==> src/rtl/wb_port_arbiter.sv <==
// wb_port_arbiter: shares the register file's single write port between the
// ALU result path and the load-return path (round-robin), and keeps a
// per-register pending-write scoreboard that stalls decode on outstanding writes.
module wb_port_arbiter #(
  parameter int DATA_W = 32
) (
  input  logic              clk,
  input  logic              rst,
  input  logic              iss_valid,
  input  logic [4:0]        iss_dest,
  input  logic [4:0]        Rs,
  input  logic [4:0]        Rt,
  input  logic [4:0]        Rd,
  input  logic              isStore,
  input  logic [4:0]        Rp,
  output logic              stall,
  input  logic              alu_valid,
  input  logic [4:0]        alu_dest,
  input  logic [DATA_W-1:0] alu_data,
  output logic              alu_ready,
  input  logic              ld_valid,
  input  logic [4:0]        ld_dest,
  input  logic [DATA_W-1:0] ld_data,
  output logic              ld_ready,
  output logic              WR,
  output logic [4:0]        R_dest,
  output logic [DATA_W-1:0] WBData,
  output logic              sb_err
);

  // Round-robin pointer encoding: which requester won the most recent grant.
  localparam logic LAST_ALU = 1'b0;
  localparam logic LAST_LD  = 1'b1;

  // R0 and R30 are hardwired in the register file and never tracked.
  function automatic logic is_tracked(input logic [4:0] r);
    return (r != 5'd0) && (r != 5'd30);
  endfunction

  logic [1:0]        cnt [32];
  logic [4:0]        src2;
  logic              issue_fire;
  logic              commit_fire;
  logic              err_hit;
  logic              last_reg;
  logic              wr_reg;
  logic [4:0]        r_dest_reg;
  logic [DATA_W-1:0] wb_data_reg;
  logic              sb_err_reg;
  logic              grant_alu;
  logic              grant_ld;

  assign src2 = isStore ? Rd : Rt;

  // Decode stall: any source with a pending write, or an issue that would
  // overflow the 2-bit pending count of its destination.
  always_comb begin
    stall = 1'b0;
    if ((cnt[Rs] != 2'd0) || (cnt[src2] != 2'd0) || (cnt[Rp] != 2'd0))
      stall = 1'b1;
    if (iss_valid && is_tracked(iss_dest) && (cnt[iss_dest] == 2'd3))
      stall = 1'b1;
  end

  assign issue_fire  = iss_valid && is_tracked(iss_dest) && !stall;
  // WR is only ever raised for tracked destinations, so every WR is a commit.
  assign commit_fire = wr_reg;
  assign err_hit     = commit_fire && (cnt[r_dest_reg] == 2'd0);

  // Per-register pending counters; untracked registers read as zero.
  for (genvar gi = 0; gi < 32; gi++) begin : g_sb
    if (gi == 0 || gi == 30) begin : g_untracked
      assign cnt[gi] = 2'd0;
    end else begin : g_tracked
      logic [1:0] cnt_reg;
      logic       inc;
      logic       dec;
      assign inc = issue_fire  && (iss_dest   == 5'(gi));
      assign dec = commit_fire && (r_dest_reg == 5'(gi));
      // Issue increments, commit decrements; both together cancel out.
      // Increment at 3 cannot happen because stall blocks that issue.
      always_ff @(posedge clk) begin
        if (rst)
          cnt_reg <= 2'd0;
        else if (inc && !dec)
          cnt_reg <= cnt_reg + 2'd1;
        else if (dec && !inc && (cnt_reg != 2'd0))
          cnt_reg <= cnt_reg - 2'd1;
      end
      assign cnt[gi] = cnt_reg;
    end
  end

  // Sticky error: a commit arrived for a register with nothing pending.
  always_ff @(posedge clk) begin
    if (rst)
      sb_err_reg <= 1'b0;
    else if (err_hit)
      sb_err_reg <= 1'b1;
  end

  // Lone requester always wins; on contention the one that did not win last.
  assign grant_alu = alu_valid && (!ld_valid  || (last_reg == LAST_LD));
  assign grant_ld  = ld_valid  && (!alu_valid || (last_reg == LAST_ALU));
  assign alu_ready = grant_alu;
  assign ld_ready  = grant_ld;

  // Output register: capture the granted write; with no grant, WR drops and
  // address/data hold. Writes to R0/R30 handshake but never assert WR.
  always_ff @(posedge clk) begin
    if (rst) begin
      wr_reg      <= 1'b0;
      r_dest_reg  <= 5'd0;
      wb_data_reg <= '0;
      last_reg    <= LAST_LD;
    end else if (grant_alu) begin
      wr_reg      <= is_tracked(alu_dest);
      r_dest_reg  <= alu_dest;
      wb_data_reg <= alu_data;
      last_reg    <= LAST_ALU;
    end else if (grant_ld) begin
      wr_reg      <= is_tracked(ld_dest);
      r_dest_reg  <= ld_dest;
      wb_data_reg <= ld_data;
      last_reg    <= LAST_LD;
    end else begin
      wr_reg      <= 1'b0;
    end
  end

  assign WR     = wr_reg;
  assign R_dest = r_dest_reg;
  assign WBData = wb_data_reg;
  assign sb_err = sb_err_reg;

endmodule

==> config.mk <==
export PLATFORM = sky130hd
export DESIGN_NAME = wb_port_arbiter
export DESIGN_NICKNAME = d
export VERILOG_FILES = /design/src/rtl/wb_port_arbiter.sv
export SDC_FILE = /design/constraint.sdc
export NUM_CORES = 1
export LEC_CHECK = 0
export ABC_AREA = 1
export ABC_CLOCK_PERIOD_IN_PS = 2200
export CORE_ASPECT_RATIO = 0.5
export CORE_MARGIN = 2
export CORE_UTILIZATION = 40
export DETAILED_ROUTE_END_ITERATION = 12
export PLACE_DENSITY = 0.76
export SYNTH_ARGS = -nofsm -noshare
export SYNTH_HDL_FRONTEND = slang
export SYNTH_SLANG_ARGS = --single-unit
==> constraint.sdc <==
create_clock -name clk -period 2.2 [get_ports clk]
set_input_delay 0.22 -clock clk [delete_from_list [all_inputs] [get_ports clk]]
set_output_delay 0.22 -clock clk [all_outputs]
set_load 0.01 [all_outputs]
==> flow_metrics.env <==
export IMPL_dpl_hpwl_microns=24200
export IMPL_core_area_sq_mm=0.0186
export IMPL_cpPeakStageDelay_ns=0.55
export IMPL_hold_viol=0
export IMPL_placement_setup_worst_slack_ns=-0.803
export IMPL_antenna_found_initial=0
export IMPL_grt_max_degree=40
export IMPL_io_pins=147
export IMPL_critPathSlowestCell="clkdlybuf4s50_1"
export IMPL_status="finished, violations left"
export IMPL_ys_flop_type="dfxtp_1"
export IMPL_layout_min_cycle_time_ns=2.30
export IMPL_p_total_mw=4.88
export IMPL_fp_dieW_microns=200
export IMPL_cts_buffer_depth=2
export IMPL_rsz0062_at_grt="true"
export IMPL_ys_warn_count=0
export IMPL_critPathArrivalTime_ns=2.08
export IMPL_cap_violations=0
export IMPL_yosys_top_cells_area="dfxtp_1 26%, nand2_1 19%, nor2_1 15%"
export IMPL_ys_seq_area_share_pct=26.2
export IMPL_stdcell_count=1958
export IMPL_crit_chain="clkdlybuf4s50_1 > inv_1 > nor2_1 > nand3_1 > nand3_2 > buf_4 > nand3_1 > nand2_1 > nor2_1 > nand2_2 > nor2_4 > inv_1 > buf_2"
export IMPL_skew_ns=0.00850
export IMPL_cts_max_level=3
export IMPL_place_congestion=1.08
export IMPL_synth_enable_flop_cells=0
export IMPL_clock_latency_ns=0.37
export IMPL_violations="setup timing"
export IMPL_leakagePower_nw=4.97
export IMPL_ctsHoldBuffers=0
export IMPL_path_class="input pin to output port"
export IMPL_initial_core_util_pct=41.2
export IMPL_hold_class="input pin to flop"
export IMPL_area_growth_pct=48.3
export IMPL_vdd_drop_max_v=0.000424
export IMPL_ys_seq_elements=100
export IMPL_drtPass1Iterations=6
export IMPL_dieHeight_microns=102
export IMPL_async_flop_share_pct=0
export IMPL_core_rowCount=35
export IMPL_cp_start_kind="input pin"
export IMPL_cts_sinks=100
export IMPL_routedWlPerCell_microns=16.0
export IMPL_syn_avg_cell_area_sq_um=5.46
export IMPL_cts_buffers=9
export IMPL_layout_nets=1799
export IMPL_fin_crit_sh_pct=104
export IMPL_yosysMostFrequentCell="nand2_1"
export IMPL_yosysTopAreaCell="dfxtp_1"
export IMPL_track_usage_pct=30.4
export IMPL_vias=10447
export IMPL_required_ns=1.98
export IMPL_gr_usage_met1_pct=40.1
export IMPL_fmax_mhz=435
export IMPL_dr_first_iter_drc_count=1122
export IMPL_routed_via_density=5.34
export IMPL_diodes=0
export IMPL_met3_usage_pct=9.92
export IMPL_grt_busiest_layer="met2"
export IMPL_setup_viol=54
export IMPL_setup_ws_ns=-0.0979
export IMPL_synth_distinct_cells=32
export IMPL_largest_reg_flops=60
export IMPL_tns_ns=-1.84
export IMPL_cellPowerDensity_mw_per_mm2=430
export IMPL_drc_errors=0
export IMPL_path_clk_slew_ns=0.08
export IMPL_tritoncts="yes"
export IMPL_grt_pass1_wl_microns=48100
export IMPL_synth_area_sq_mm=0.00765
export IMPL_cp_end_kind="output port"
export IMPL_root_buffer="clkbuf_16"
export IMPL_final_max_slew_viol_count=0
export IMPL_gr_usage_met2_pct=46.6
export IMPL_drive_gt1_share_pct=18.7
export IMPL_relSlewSlack_pct=65.0
export IMPL_worstPathMaxFanout=5
export IMPL_synth_top_area_share_pct=26.2
export IMPL_tightest_slew_ns=0.525
export IMPL_synthCells=1401
export IMPL_ant_nets=0
export IMPL_syn_nets=1506
export IMPL_port_buffers=146
export IMPL_netlist_top_cells_count="381 x nand2_1, 302 x nor2_1, 200 x inv_1"
export IMPL_gr_total_overflow=0
export IMPL_dieArea_sq_mm=0.0203
export IMPL_first_global_vias=9577
export IMPL_place_inst=1927
export IMPL_drt_wl_total_microns=31300
## path summary, 6_finish.rpt
path | to | slack [ns] | start | cells past startpoint
setup / recovery | stall | -0.1 | Rp[2] | 13
setup reg to reg | g_sb[22].g_tracked.cnt_reg[0] | -0.06 | g_sb[1].g_tracked.cnt_reg[1] | 15
hold reg to reg | WBData[6] | 0.48 | WBData[6] | 2
hold / removal | WBData[13] | 0.42 | ld_data[13] | 3
## power breakdown
part           internal, mW  switching [mW]  leakage (nW)  total (mW)
sequential             1.87          0.0406         0.821        1.91
clock                 0.800           0.842         0.145        1.64
combinational         0.608           0.721          4.00        1.33
total                  3.28            1.60          4.97        4.88
## what timing repair did
item / 4_1_cts / 5_1_grt
endpoints found under the setup margin: 61 / 62
buffers inserted: 4 / 5
gates cloned: 1 / 5
hold endpoints to repair: 0 / 0
pin swaps: 21 / 51
gates resized for setup: 71 / 92
## per-stage QoR
stage / utilization [%] / hold WS (ns) / area, sq um
floorplan: - / 0.370 / 7650
global placement: 56.6 / 0.453 / 10500
detailed placement: 56.6 / 0.466 / 10500
CTS: 59.2 / 0.415 / 11000
global route: 61.1 / 0.430 / 11300
finish: 61.1 / 0.419 / 11300
## routing by layer
layer  up-vias  share of wire [%]
met5         -                  0
met4         0                2.7
met3        73                 14
met2       618                 42
met1      4691                 41
li1       5065                  -
## logic make-up after synthesis
group / after synthesis / share of synthesized area (%)
flip-flops: 100 / 26.2
AO/OA/AOI/OAI: 190 / 14.0
buffers and inverters: 252 / 13.0
AND/OR/NAND/NOR: 859 / 46.8
## cells in the final DEF (no fill, tap or decap), types with 2 or more instances in the layout
| cell | n |
|---|---|
| a21oi_1 | 46 |
| a21oi_2 | 7 |
| a221oi_1 | 5 |
| a31oi_1 | 32 |
| buf_12 | 7 |
| buf_2 | 4 |
| buf_4 | 151 |
| buf_6 | 17 |
| clkbuf_16 | 12 |
| clkbuf_2 | 2 |
| clkdlybuf4s50_1 | 135 |
| clkinv_1 | 3 |
| clkinv_2 | 2 |
| dfxtp_1 | 89 |
| dfxtp_2 | 11 |
| dlygate4sd2_1 | 5 |
| dlymetal6s2s_1 | 2 |
| inv_1 | 183 |
| inv_2 | 19 |
| inv_6 | 3 |
| nand2_1 | 360 |
| nand2_2 | 23 |
| nand2_4 | 5 |
| nand3_1 | 88 |
| nand3_2 | 7 |
| nand3_4 | 3 |
| nand3b_1 | 3 |
| nand4_1 | 58 |
| nor2_1 | 276 |
| nor2_2 | 25 |
| nor2_4 | 6 |
| nor3_1 | 4 |
| o21ai_0 | 56 |
| o21ai_1 | 11 |
| o21ai_2 | 5 |
| o21bai_1 | 9 |
| o221ai_1 | 2 |
| o22ai_1 | 12 |
## cell type report
cell class                      instances  area [sq um]
Timing Repair Buffer                  327          3000
Fill cell                            1684          7220
Clock buffer                            9           225
Tap cell                              259           324
Inverter                              207           781
Multi-Input combinational cell       1049          4930
Clock inverter                          7          67.6
Sequential cell                       100          2020
## worst max-delay path, delay by kind of cell
family / cells / cell delay, ns
buffers and inverters: 5 / 1.12
AND/OR/NAND/NOR: 8 / 0.73
(Power assumes the default switching activity.)
